===== src/rtl/teclado_digitos_pkg.sv =====
// Shared types for the keypad front end: packed password entry, key codes
// and the row/column to key decode.
package teclado_digitos_pkg;

  localparam int NUM_DIGITOS = 20;
  localparam logic [3:0] DIGITO_VAZIO = 4'hF;

  typedef logic [NUM_DIGITOS-1:0][3:0] senhaPac_t;

  typedef enum logic [3:0] {
    T0, T1, T2, T3, T4, T5, T6, T7, T8, T9, T_AST, T_HASH
  } tecla_t;

  localparam senhaPac_t SENHA_VAZIA = {NUM_DIGITOS{DIGITO_VAZIO}};

  // Rows 0..2 hold digits 1..9 in reading order; row 3 is "* 0 #".
  function automatic tecla_t decode_tecla(input logic [1:0] row, input logic [1:0] col);
    tecla_t t;
    t = T0;
    if (row != 2'd3) begin
      t = tecla_t'(4'(row) * 4'd3 + 4'(col) + 4'd1);
    end else begin
      case (col)
        2'd0:    t = T_AST;
        2'd2:    t = T_HASH;
        default: t = T0;
      endcase
    end
    return t;
  endfunction

endpackage


===== src/rtl/teclado_digitos_varredura.sv =====
// Column scan and press/release debounce for a 4x3 matrix keypad.
//   state       | meaning
//   S_SCAN      | rotating column drive, rows sampled on last dwell cycle
//   S_DEB_PRESS | column held, counting cycles rows match the latched pattern
//   S_WAIT_REL  | column held, counting consecutive all-zero row cycles
module teclado_varredura
  import teclado_digitos_pkg::*;
#(
  parameter int unsigned SCAN_CYCLES     = 1000,
  parameter int unsigned DEBOUNCE_CYCLES = 20000
) (
  input  logic       clk,
  input  logic       rst,
  input  logic [3:0] rows,
  output logic [2:0] cols,
  output tecla_t     tecla,
  output logic       tecla_ok
);

  localparam int SW = $clog2(SCAN_CYCLES + 1);
  localparam int DW = $clog2(DEBOUNCE_CYCLES + 1);
  localparam logic [SW-1:0] DWELL_LAST = SW'(SCAN_CYCLES - 1);
  localparam logic [DW-1:0] DEB_LAST   = DW'(DEBOUNCE_CYCLES - 1);

  localparam logic [1:0] S_SCAN      = 2'd0;
  localparam logic [1:0] S_DEB_PRESS = 2'd1;
  localparam logic [1:0] S_WAIT_REL  = 2'd2;

  logic [1:0]    state;
  logic [SW-1:0] dwell_cnt;
  logic [DW-1:0] deb_cnt;
  logic [3:0]    row_lat;
  logic [1:0]    row_idx;
  logic [1:0]    col_idx;

  always_comb begin
    row_idx = 2'd3;
    case (row_lat)
      4'b0001: row_idx = 2'd0;
      4'b0010: row_idx = 2'd1;
      4'b0100: row_idx = 2'd2;
      default: row_idx = 2'd3;
    endcase
  end

  always_comb begin
    col_idx = 2'd0;
    case (cols)
      3'b010:  col_idx = 2'd1;
      3'b100:  col_idx = 2'd2;
      default: col_idx = 2'd0;
    endcase
  end

  // Combinational so the top's registered pulse lands one edge after the
  // cycle in which the press count completes.
  assign tecla    = decode_tecla(row_idx, col_idx);
  assign tecla_ok = (state == S_DEB_PRESS) && (rows == row_lat) && (deb_cnt == DEB_LAST);

  always_ff @(posedge clk) begin
    if (rst) begin
      state     <= S_SCAN;
      cols      <= 3'b001;
      dwell_cnt <= '0;
      deb_cnt   <= '0;
      row_lat   <= '0;
    end else begin
      case (state)
        S_SCAN: begin
          if (dwell_cnt == DWELL_LAST) begin
            dwell_cnt <= '0;
            if ($onehot(rows)) begin
              row_lat <= rows;
              deb_cnt <= '0;
              state   <= S_DEB_PRESS;
            end else begin
              cols <= {cols[1:0], cols[2]};
            end
          end else begin
            dwell_cnt <= dwell_cnt + SW'(1);
          end
        end
        S_DEB_PRESS: begin
          if (rows != row_lat) begin
            state <= S_SCAN;
          end else if (deb_cnt == DEB_LAST) begin
            deb_cnt <= '0;
            state   <= S_WAIT_REL;
          end else begin
            deb_cnt <= deb_cnt + DW'(1);
          end
        end
        S_WAIT_REL: begin
          if (rows != 4'b0000) begin
            deb_cnt <= '0;
          end else if (deb_cnt == DEB_LAST) begin
            deb_cnt   <= '0;
            dwell_cnt <= '0;
            cols      <= {cols[1:0], cols[2]};
            state     <= S_SCAN;
          end else begin
            deb_cnt <= deb_cnt + DW'(1);
          end
        end
        default: state <= S_SCAN;
      endcase
    end
  end

endmodule


===== src/rtl/teclado_digitos.sv =====
// Keypad front end: accumulates debounced digits into a packed entry and
// presents it with a one-cycle valid pulse on '#'.
module teclado_digitos
  import teclado_digitos_pkg::*;
#(
  parameter int unsigned SCAN_CYCLES     = 1000,
  parameter int unsigned DEBOUNCE_CYCLES = 20000,
  parameter int unsigned TIMEOUT_CYCLES  = 50_000_000
) (
  input  logic       clk,
  input  logic       rst,
  input  logic [3:0] rows,
  output logic [2:0] cols,
  output senhaPac_t  digitos_value,
  output logic       digitos_valid,
  output logic       tecla_pulse
);

  localparam int TW = $clog2(TIMEOUT_CYCLES + 1);
  localparam logic [TW-1:0] TO_LOAD = TW'(TIMEOUT_CYCLES - 1);

  tecla_t        tecla;
  logic          tecla_ok;
  senhaPac_t     buffer;
  logic [4:0]    count;
  logic [TW-1:0] to_cnt;

  teclado_varredura #(
    .SCAN_CYCLES    (SCAN_CYCLES),
    .DEBOUNCE_CYCLES(DEBOUNCE_CYCLES)
  ) u_varredura (
    .clk     (clk),
    .rst     (rst),
    .rows    (rows),
    .cols    (cols),
    .tecla   (tecla),
    .tecla_ok(tecla_ok)
  );

  always_ff @(posedge clk) begin
    if (rst) begin
      buffer        <= SENHA_VAZIA;
      count         <= '0;
      to_cnt        <= '0;
      digitos_value <= SENHA_VAZIA;
      digitos_valid <= 1'b0;
      tecla_pulse   <= 1'b0;
    end else begin
      digitos_valid <= 1'b0;
      tecla_pulse   <= tecla_ok;
      // An accepted key takes priority over an expiring timeout.
      if (tecla_ok) begin
        to_cnt <= TO_LOAD;
        case (tecla)
          T_AST: begin
            buffer <= SENHA_VAZIA;
            count  <= '0;
          end
          T_HASH: begin
            if (count != 5'd0) begin
              digitos_value <= buffer;
              digitos_valid <= 1'b1;
              buffer        <= SENHA_VAZIA;
              count         <= '0;
            end
          end
          default: begin
            if (count < 5'(NUM_DIGITOS)) begin
              buffer <= {buffer[NUM_DIGITOS-2:0], 4'(tecla)};
              count  <= count + 5'd1;
            end
          end
        endcase
      end else if (count != 5'd0) begin
        if (to_cnt == '0) begin
          buffer <= SENHA_VAZIA;
          count  <= '0;
        end else begin
          to_cnt <= to_cnt - TW'(1);
        end
      end
    end
  end

endmodule


===== config.mk =====
export PLATFORM = sky130hd
export DESIGN_NAME = teclado_digitos
export DESIGN_NICKNAME = d
export VERILOG_FILES = /design/src/rtl/teclado_digitos_pkg.sv /design/src/rtl/teclado_digitos_varredura.sv /design/src/rtl/teclado_digitos.sv
export SDC_FILE = /design/constraint.sdc
export NUM_CORES = 1
export LEC_CHECK = 0
export ABC_AREA = 0
export CORE_MARGIN = 2
export CORE_UTILIZATION = 45
export CTS_CLUSTER_SIZE = 28
export DETAILED_ROUTE_END_ITERATION = 10
export PLACE_DENSITY = 0.65
export SETUP_SLACK_MARGIN = 0.1
export SLEW_MARGIN = 10
export SYNTH_ARGS = -nofsm -noshare
export SYNTH_HDL_FRONTEND = slang
export SYNTH_HIERARCHICAL = 1
export SYNTH_SLANG_ARGS = --single-unit

===== constraint.sdc =====
create_clock -name clk -period 4.35 [get_ports clk]
set_clock_uncertainty 0.2 [all_clocks]
set_input_delay 0.435 -clock clk [delete_from_list [all_inputs] [get_ports clk]]
set_output_delay 0.435 -clock clk [all_outputs]
set_load 0.02 [all_outputs]

==> impl_results.html, run 1 <==
<table>
<tr><th>Metric</th><th>Value</th></tr>
<tr><th colspan="2">Placed design</th></tr>
<tr><td>Routability-driven placement congestion ratio</td><td>0.818</td></tr>
<tr><td>Half-perimeter wire length after detailed placement</td><td>about 14 mm</td></tr>
<tr><td>Port bufs</td><td>90</td></tr>
<tr><td>Number of placed cells counting well taps</td><td>approximately 1.5k</td></tr>
<tr><th colspan="2">Yosys</th></tr>
<tr><td>Flip-flop cell with the highest count after synthesis</td><td>dfxtp_1</td></tr>
<tr><td>Top cell type by total area after synthesis</td><td>dfxtp_1</td></tr>
<tr><td>Warning count from the yosys run</td><td>6</td></tr>
<tr><td>Dominant combinational cell family by area after synthesis</td><td>simple AND/OR/NAND/NOR gates</td></tr>
<tr><td>Fraction of synthesized cell area in xor and xnor cells</td><td>1.97%</td></tr>
<tr><td>Post-synthesis net count</td><td>1185</td></tr>
<tr><td>Combined area of all synthesized cells</td><td>a little under 0.01 mm^2</td></tr>
<tr><td>Synth async-reset ratio</td><td>0%</td></tr>
<tr><td>Netlist cell types</td><td>62</td></tr>
<tr><td>Share of the synthesized area in the top cell type</td><td>46.5%</td></tr>
<tr><td>Fraction of the mapped netlist area in compound gates</td><td>under 10%</td></tr>
<tr><td>Cells after Synth</td><td>1160</td></tr>
<tr><td>Top area cells in the synthesized netlist</td><td>dfxtp_1 (46%), mux2i_1 (8.8%), nor2_1 (7.3%)</td></tr>
<tr><td>#FFs+latches synth</td><td>227</td></tr>
<tr><td>Post-synth EDFFs</td><td>0</td></tr>
<tr><td>Adder-cell share of the synthesized area</td><td>2.59%</td></tr>
<tr><td>Mean cell area of the mapped netlist</td><td>8.43 um^2</td></tr>
<tr><td>Part of the Yosys area used for sequential elements</td><td>46.5%</td></tr>
<tr><td>Multiplexer area fraction after synthesis</td><td>8.92%</td></tr>
<tr><td>Area fraction in and, or, nand and nor cells after synthesis</td><td>27.7%</td></tr>
<tr><th colspan="2">STA</th></tr>
<tr><td>Period Utilization, post-route</td><td>86.2%</td></tr>
<tr><td>Pin slew with the least headroom to its limit</td><td>1040 ps</td></tr>
<tr><td>Setup TNS</td><td>0 ps</td></tr>
<tr><td>Count of final setup violators</td><td>0</td></tr>
<tr><td>Setup repair after global routing missed its margin</td><td>no</td></tr>
<tr><td>Max Transition Viols Final</td><td>0</td></tr>
<tr><td>Minimum clock period after layout</td><td>between 3000 and 4000 ps</td></tr>
<tr><td>Rel. slew slack</td><td>30.4%</td></tr>
<tr><td>Number of hold violations in the final report</td><td>0</td></tr>
<tr><td>Max Freq</td><td>0.267 GHz</td></tr>
<tr><th colspan="2">Worst setup path</th></tr>
<tr><td>Critical Path AT</td><td>3980 ps</td></tr>
<tr><td>CP required</td><td>4580 ps</td></tr>
<tr><td>Startpoint type of the worst setup path</td><td>flip-flop</td></tr>
<tr><td>Path type of the worst setup path</td><td>flip-flop to flip-flop</td></tr>
<tr><td>Max Fanout on Critical Path</td><td>38</td></tr>
<tr><td>CP Capture Type</td><td>flip-flop</td></tr>
<tr><th colspan="2">Global routing</th></tr>
<tr><td>Number of antenna violations at the first check in global routing</td><td>0</td></tr>
<tr><td>Top Usage Layer GRT</td><td>met2</td></tr>
<tr><td>Via count of the first global-routing pass</td><td>7670</td></tr>
<tr><td>Met1 GRT Util</td><td>26.3%</td></tr>
<tr><td>Fraction of met3 tracks used by global routing</td><td>2.86%</td></tr>
<tr><td>Wire length of the first global-routing pass</td><td>37.0 mm</td></tr>
<tr><td>Global-route usage over all layers</td><td>19.1%</td></tr>
<tr><td>Aggregate global routing overflow</td><td>0</td></tr>
<tr><td>Pin count of the biggest net entering global routing</td><td>87</td></tr>
<tr><td>Met2 Resource Use GR</td><td>31.6%</td></tr>
<tr><th colspan="2">Power and ir drop</th></tr>
<tr><td>P_int</td><td>roughly 3.3 mW</td></tr>
<tr><td>Share of power burned in combinational logic</td><td>1.6%</td></tr>
<tr><td>Peak supply drop</td><td>0.253 mV</td></tr>
<tr><td>Reported leakage power</td><td>roughly 5.1 nW</td></tr>
<tr><td>Fraction of power consumed by sequential logic</td><td>just over 50%</td></tr>
<tr><td>Switching portion of total power</td><td>20.9%</td></tr>
<tr><td>Net switching power</td><td>864 uW</td></tr>
<tr><td>Clock share of power</td><td>between 40% and 50%</td></tr>
<tr><td>Power density of the placed cells</td><td>353 mW/mm^2</td></tr>
<tr><th colspan="2">Die</th></tr>
<tr><td>Vertical extent of the die</td><td>between 150 and 200 um</td></tr>
<tr><td>Effective utilization at floorplan</td><td>46.2%</td></tr>
<tr><td>IO Pins</td><td>91</td></tr>
<tr><td>Core area</td><td>approximately 0.021 mm^2</td></tr>
<tr><td>Die area</td><td>~0.023 mm^2</td></tr>
<tr><td>Die Width</td><td>151 um</td></tr>
<tr><td>Site row count</td><td>53</td></tr>
<tr><th colspan="2">Final layout</th></tr>
<tr><td>Number of cells in the finished layout apart from fillers</td><td>1509</td></tr>
<tr><td>Area growth syn-to-layout</td><td>19.8%</td></tr>
<tr><td>Net total in the final layout</td><td>1242</td></tr>
<tr><td>Share of cells above drive strength 1</td><td>7.21%</td></tr>
<tr><td>Leading cell types in the layout, fill and taps excluded</td><td>dfxtp_1 (227), nor2_1 (191), nand2_1 (186), nand3_1 (92), clkdlybuf4s50_1 (89)</td></tr>
<tr><td>Total inserted antenna cells</td><td>0</td></tr>
<tr><td>Leading cell type in the layout, fill and taps excluded</td><td>dfxtp_1</td></tr>
<tr><th colspan="2">Drt</th></tr>
<tr><td>Total vias in the final route</td><td>8043</td></tr>
<tr><td>Number of DRC markers after the initial detailed-route iteration</td><td>402</td></tr>
<tr><td>Post-Route WL</td><td>roughly 22 mm</td></tr>
<tr><td>Average wire per standard cell</td><td>14.5 um</td></tr>
<tr><td>Remaining antenna violation count after routing</td><td>0</td></tr>
<tr><td>Avg Vias per Cell</td><td>approximately 5.3</td></tr>
<tr><td>DR pass1 iterations</td><td>5</td></tr>
<tr><td>Total DRC errors in the routed layout</td><td>0</td></tr>
<tr><th colspan="2">CTS</th></tr>
<tr><td>Total number of clock tree sinks</td><td>roughly 230</td></tr>
<tr><td>Inserted Clock Buffers</td><td>25</td></tr>
<tr><td>H-tree levels</td><td>1</td></tr>
<tr><td>Worst-case clock buffer depth</td><td>3</td></tr>
<tr><td>Number of buffers added to fix hold violations after cts</td><td>0</td></tr>
<tr><td>Clock transition time at the flip-flop clock pins of the worst setup and hold paths</td><td>approximately 60 ps</td></tr>
<tr><td>Source-to-sink clock delay at the later pin of the worst-skew pair</td><td>510 ps</td></tr>
<tr><td>Cell chosen for the clock root</td><td>clkbuf_16</td></tr>
<tr><td>TritonCTS clock tree</td><td>built</td></tr>
<tr><th colspan="2">Job</th></tr>
<tr><td># Max-Cap Violations</td><td>0</td></tr>
<tr><th colspan="2">Run status</th></tr>
<tr><td>Status</td><td>finished, final reports clean</td></tr>
<tr><th colspan="2">Worst hold path</th></tr>
<tr><td>Worst hold-check path type</td><td>input pin to flip-flop</td></tr>
</table>
==> logic make-up (layout without fill, tap and decap cells) <==
logic type	Yosys count	after routing
fa+ha+maj	19	19
simple gates	585	585
xor+xnor	22	22
buf+inv	100	173
mux	87	87
compound gates	120	121
flops	227	227
==> worst paths after layout <==
kind | start | end | slack [ps] | cells after the start
setup / recovery | u_varredura/row_lat[0] | buffer[77] | 600 | 16
hold / removal | rst | u_varredura/dwell_cnt[1] | 200 | 2
setup reg to reg | u_varredura/row_lat[0] | buffer[77] | 600 | 16
hold reg to reg | digitos_value[70] | digitos_value[70] | 260 | 2
==> through the flow <==
step           total power [mW]  setup WS (ps)  instance area [um^2]  hold slack, ps  utilization (%)
6_report                   4.14            599                 11700             199             55.4
5_1_grt                    4.27            239                 11700             254             55.4
4_1_cts                    4.19            379                 11700             200             55.3
3_5_place_dp               2.19           44.1                 10900             255             51.5
3_3_place_gp               2.19            145                 10900             250             51.5
2_1_floorplan              2.18            693                  9770             239                -
==> metal layers <==
| metal | wire [um] | up-vias | part of all wire [%] |
|---|---|---|---|
| met1 | 10600 | 3782 | 49 |
| met4 | 352 | 0 | 1.6 |
| met2 | 10000 | 128 | 46 |
| met5 | 0 | - | 0 |
| li1 | - | 4104 | - |
| met3 | 859 | 29 | 3.9 |
==> critical path: stages, from the launching register on <==
cell      delay (ps)
dfxtp_1          310
buf_4            150
nor2_1           140
nand3b_1         120
ha_1             230
o41ai_2          130
nand2_1          120
ha_1             260
fa_1             390
xor2_1           160
and2_1           160
nand4b_1         220
a21oi_1          230
a31oi_2          120
o21ai_4          190
buf_12           310
mux2i_1          230
==> sequential cells by signal, summed over array words and instances, names as in the netlist, 3 cells and up <==
signal,count
u_varredura/cols,3
to_cnt,26
buffer,80
u_varredura/dwell_cnt,10
u_varredura/row_lat,4
u_varredura/deb_cnt,15
digitos_value,80
count,5
==> synthesized netlist by cell type (2+ instances only) <==
cell type  number
nor2_1        191
nor3_1         15
a21o_1          7
xnor2_1        13
and3_1          7
or3b_1          2
nand3_1        92
a21oi_1        38
o21ai_0        18
ha_1           17
nor4_1         18
a31o_2          6
xor2_1          9
nand2_1       187
inv_1          23
and4_1          2
o21a_1          2
or4_1           8
o31ai_1         6
dfxtp_1       227
or4_2           2
or4b_2          2
buf_2           5
o2111ai_1       3
fa_1            2
nor2b_1         4
a31oi_1        14
nand3b_1        6
or4_4           4
nand2b_1        3
or3_1           7
clkbuf_1       65
or3_4           2
buf_4           7
nand4b_1        4
nor3b_1         4
and2_1          3
nand4_1         8
or2_2           3
a211oi_1        7
mux2i_1        86
nor4b_1         4
a311oi_1        8
==> repair_timing <==
item,CTS,global route
setup endpoints to repair,62,65
gates resized for setup,1,1
cloned,0,1
buffers inserted,0,1
==> power groups by stage <==
stage	combinational (mW)	clock, mW	sequential [mW]
5_1_grt	0.0731	2.12	2.08
4_1_cts	0.0658	2.04	2.08
2_1_floorplan	0.0467	0	2.13
3_3_place_gp	0.0646	0	2.13
3_5_place_dp	0.0650	0	2.13
6_report	0.0646	1.99	2.08
==> area by class of cell <==
type,instances,area [um^2]
well taps,275,344
flip-flops and latches,227,4540
clock inverters,6,36.3
inverters,23,86.3
fillers,1931,9440
repair buffers,106,1090
clock buffers,38,744
multi-input cells,834,4860
No activity file was read; power rests on OpenSTA's default activity.
==> run 2: changes to the inputs <==
--- a/config.mk
+++ b/config.mk
@@ -6,9 +6,10 @@
 export NUM_CORES = 1
 export LEC_CHECK = 0
 export ABC_AREA = 0
+export CORE_ASPECT_RATIO = 1.5
 export CORE_MARGIN = 2
 export CORE_UTILIZATION = 45
-export CTS_CLUSTER_SIZE = 28
+export CTS_CLUSTER_SIZE = 10
 export DETAILED_ROUTE_END_ITERATION = 10
 export PLACE_DENSITY = 0.65
 export SETUP_SLACK_MARGIN = 0.1
==> run 2 against run 1 <==
Effect of this change: fmax fell by 4.3%; critical path type unchanged; die area up 0.11%; combinational power about the same; first-iteration DRC count rose by 19%; highest routed layer unchanged.
==> impl_results.html, run 2 (synthesis results as in run 1) <==
<table>
<tr><th>Metric</th><th>Value</th></tr>
<tr><th colspan="2">Worst setup path</th></tr>
<tr><td>Largest stage delay on the critical path</td><td>690 ps (was 390 ps)</td></tr>
<tr><td>Max Fanout on Critical Path</td><td>30 (was 38)</td></tr>
<tr><td>Crit path max-delay family</td><td>compound AO/OA/AOI/OAI gates (was adder cells)</td></tr>
<tr><td>CP Capture Type</td><td>flip-flop (unchanged)</td></tr>
<tr><td>Path type of the worst setup path</td><td>flip-flop to flip-flop (unchanged)</td></tr>
<tr><td>Number of buffer and inverter stages on the critical path</td><td>2 (unchanged)</td></tr>
<tr><td>CP required</td><td>4580 ps (about the same)</td></tr>
<tr><td>Worst-path cell chain</td><td>inv_1 &gt; o41ai_2 &gt; nand2_1 &gt; ha_1 &gt; fa_1 &gt; xor2_1 &gt; and2_1 &gt; nand4b_1 &gt; a21oi_1 &gt; a31oi_1 &gt; o21ai_4 &gt; buf_4 &gt; mux2i_1 (was buf_4 &gt; nor2_1 &gt; nand3b_1 &gt; ha_1 &gt; o41ai_2 &gt; nand2_1 &gt; ha_1 &gt; fa_1 &gt; xor2_1 &gt; and2_1 &gt; nand4b_1 &gt; a21oi_1 &gt; a31oi_2 &gt; o21ai_4 &gt; buf_12 &gt; mux2i_1)</td></tr>
<tr><td>Startpoint type of the worst setup path</td><td>flip-flop (unchanged)</td></tr>
<tr><td>Critical-path top delay cell</td><td>o41ai_2 (was fa_1)</td></tr>
<tr><td>Critical Path AT</td><td>4150 ps (was 3980 ps)</td></tr>
<tr><td>Flop-to-flop setup slack</td><td>430 ps (was 600 ps)</td></tr>
<tr><th colspan="2">STA</th></tr>
<tr><td>Rel. slew slack</td><td>35.1% (was 30.4%)</td></tr>
<tr><td>Period Utilization, post-route</td><td>90.1% (was 86.2%)</td></tr>
<tr><td>Worst hold-check slack</td><td>262 ps (was 199 ps)</td></tr>
<tr><td>Pin slew with the least headroom to its limit</td><td>958 ps (was 1040 ps)</td></tr>
<tr><td>Setup TNS</td><td>0 ps (unchanged)</td></tr>
<tr><td>Number of hold violations in the final report</td><td>0 (unchanged)</td></tr>
<tr><td>Max Transition Viols Final</td><td>0 (unchanged)</td></tr>
<tr><td>Setup repair after global routing missed its margin</td><td>no (unchanged)</td></tr>
<tr><td>Count of final setup violators</td><td>0 (unchanged)</td></tr>
<tr><td>Max Freq</td><td>0.255 GHz (was 0.267 GHz)</td></tr>
<tr><td>Minimum clock period after layout</td><td>3920 ps (was 3750 ps)</td></tr>
<tr><th colspan="2">Final layout</th></tr>
<tr><td>Leading cell type in the layout, fill and taps excluded</td><td>dfxtp_1 (unchanged)</td></tr>
<tr><td>Total inserted antenna cells</td><td>0 (unchanged)</td></tr>
<tr><td>Registers with the most flip-flops</td><td>buffer (80), digitos_value (80), to_cnt (26) (unchanged)</td></tr>
<tr><td>Number of cells in the finished layout apart from fillers</td><td>1490 (was 1509)</td></tr>
<tr><td>Sequential standard cell area</td><td>0.00454 mm^2 (unchanged)</td></tr>
<tr><td>Fin util</td><td>54.0% (was 55.4%)</td></tr>
<tr><td>Area growth syn-to-layout</td><td>18.6% (was 19.8%)</td></tr>
<tr><td>Fill cells</td><td>2053 (was 1931)</td></tr>
<tr><td>Share of cells above drive strength 1</td><td>6.32% (was 7.21%)</td></tr>
<tr><td>Multi-input logic area</td><td>0.00485 mm^2 (was 0.00486 mm^2)</td></tr>
<tr><td>Leading cell types in the layout, fill and taps excluded</td><td>dfxtp_1 (227), nor2_1 (191), nand2_1 (186), nand3_1 (92), clkdlybuf4s50_1 (89) (unchanged)</td></tr>
<tr><td>Net total in the final layout</td><td>1242 (unchanged)</td></tr>
<tr><th colspan="2">CTS</th></tr>
<tr><td>Total setup buffers inserted after CTS</td><td>0 (unchanged)</td></tr>
<tr><td>Cell chosen for the clock root</td><td>clkbuf_16 (unchanged)</td></tr>
<tr><td>H-tree levels</td><td>1 (unchanged)</td></tr>
<tr><td>Worst-case clock buffer depth</td><td>3 (unchanged)</td></tr>
<tr><td>Total number of clock tree sinks</td><td>227 (unchanged)</td></tr>
<tr><td>TritonCTS clock tree</td><td>built (unchanged)</td></tr>
<tr><td>Source-to-sink clock delay at the later pin of the worst-skew pair</td><td>520 ps (was 510 ps)</td></tr>
<tr><td>Inserted Clock Buffers</td><td>26 (was 25)</td></tr>
<tr><td>Clock transition time at the flip-flop clock pins of the worst setup and hold paths</td><td>50 ps (was 60 ps)</td></tr>
<tr><th colspan="2">Die</th></tr>
<tr><td>Core area</td><td>0.0215 mm^2 (was 0.0212 mm^2)</td></tr>
<tr><td>Die area</td><td>0.0229 mm^2 (about the same)</td></tr>
<tr><td>Die Width</td><td>124 um (was 151 um)</td></tr>
<tr><td>IO Pins</td><td>91 (unchanged)</td></tr>
<tr><td>Site row count</td><td>66 (was 53)</td></tr>
<tr><td>Vertical extent of the die</td><td>185 um (was 151 um)</td></tr>
<tr><td>Effective utilization at floorplan</td><td>45.5% (was 46.2%)</td></tr>
<tr><th colspan="2">Global routing</th></tr>
<tr><td>Aggregate global routing overflow</td><td>0 (unchanged)</td></tr>
<tr><td>Pin count of the biggest net entering global routing</td><td>81 (was 87)</td></tr>
<tr><td>Wire length of the first global-routing pass</td><td>36.9 mm (was 37.0 mm)</td></tr>
<tr><td>Global-route usage over all layers</td><td>18.7% (was 19.1%)</td></tr>
<tr><td>Number of antenna violations at the first check in global routing</td><td>0 (unchanged)</td></tr>
<tr><td>Via count of the first global-routing pass</td><td>7867 (was 7670)</td></tr>
<tr><th colspan="2">Drt</th></tr>
<tr><td>Number of DRC markers after the initial detailed-route iteration</td><td>478 (was 402)</td></tr>
<tr><td>Highest routed metal layer</td><td>met4 (unchanged)</td></tr>
<tr><td>DR pass1 iterations</td><td>6 (was 5)</td></tr>
<tr><td>Average wire per standard cell</td><td>14.5 um (about the same)</td></tr>
<tr><td>Met3 wire length</td><td>767 um (was 859 um)</td></tr>
<tr><td>Remaining antenna violation count after routing</td><td>0 (unchanged)</td></tr>
<tr><td>Total DRC errors in the routed layout</td><td>0 (unchanged)</td></tr>
<tr><td>Avg Vias per Cell</td><td>5.41 (was 5.33)</td></tr>
<tr><td>M1 WL</td><td>9.44 mm (was 10.6 mm)</td></tr>
<tr><td>Total vias in the final route</td><td>8066 (was 8043)</td></tr>
<tr><td>Post-Route WL</td><td>21.6 mm (was 21.9 mm)</td></tr>
<tr><td>Metal2 WL</td><td>11.1 mm (was 10.0 mm)</td></tr>
<tr><th colspan="2">Power and ir drop</th></tr>
<tr><td>Reported leakage power</td><td>5.06 nW (was 5.12 nW)</td></tr>
<tr><td>Overall power of the completed layout</td><td>4.02 mW (was 4.14 mW)</td></tr>
<tr><td>Peak supply drop</td><td>0.297 mV (was 0.253 mV)</td></tr>
<tr><td>Power density of the placed cells</td><td>347 mW/mm^2 (was 353 mW/mm^2)</td></tr>
<tr><th colspan="2">Job</th></tr>
<tr><td># Max-Cap Violations</td><td>0 (unchanged)</td></tr>
<tr><th colspan="2">Placed design</th></tr>
<tr><td>Routability-driven placement congestion ratio</td><td>0.819 (was 0.818)</td></tr>
<tr><td>Number of placed cells counting well taps</td><td>1461 (was 1463)</td></tr>
<tr><td>Port bufs</td><td>90 (unchanged)</td></tr>
<tr><td>Half-perimeter wire length after detailed placement</td><td>14.0 mm (was 13.6 mm)</td></tr>
<tr><th colspan="2">Worst hold path</th></tr>
<tr><td>Worst hold-check path type</td><td>flip-flop to flip-flop (was input pin to flip-flop)</td></tr>
<tr><th colspan="2">Run status</th></tr>
<tr><td>Status</td><td>finished, final reports clean (unchanged)</td></tr>
</table>
run 2: cell type report:
| type | count | share of cell area, % |
|---|---|---|
| Timing Repair Buffer | 106 | 9.32 |
| Multi-Input combinational cell | 833 | 41.8 |
| Sequential cell | 227 | 39.2 |
| Tap cell | 272 | 2.94 |
| Inverter | 23 | 0.745 |
| Clock buffer | 29 | 5.98 |
run 2: worst register-to-register path: stages (launching register included):
cell and delay, ps:
dfxtp_1 380, inv_1 70, o41ai_2 690, nand2_1 120, ha_1 260, fa_1 380
xor2_1 160, and2_1 170, nand4b_1 230, a21oi_1 180, a31oi_1 110, o21ai_4 160
buf_4 470, mux2i_1 270
run 2: what timing repair did:
item                                    4_1_cts  5_1_grt
hold buffers                                  0        0
gates resized for setup                       1        0
endpoints found under the setup margin       17        0
run 2: final timing paths:
path	end	depth (start not counted)	startpoint
max reg2reg	buffer[5]	13	u_varredura/row_lat[0]
min	digitos_value[73]	2	digitos_value[73]
min reg2reg	digitos_value[73]	2	digitos_value[73]
max	buffer[5]	13	u_varredura/row_lat[0]
run 2: where the power goes:
| group | internal (mW) | switching (mW) |
|---|---|---|
| Clock | 1.10 | 0.769 |
| Combinational | 0.0171 | 0.0474 |
| Sequential | 2.08 | 0.00214 |
| Total | 3.20 | 0.818 |
run 2: per-layer routing:
layer | vias to the layer above | track usage, %
met5 | - | 0
met4 | 0 | 4.76
met3 | 34 | 2.76
met2 | 132 | 35.6
met1 | 3813 | 21.7
li1 | 4087 | -
run 2: per-stage QoR:
step / worst slack [ps] / area (um^2)
finish: 430 / 11600
global placement: 143 / 10900
global route: 130 / 11600
floorplan: 693 / 9770
CTS: 420 / 11600
detailed placement: 83.0 / 10900
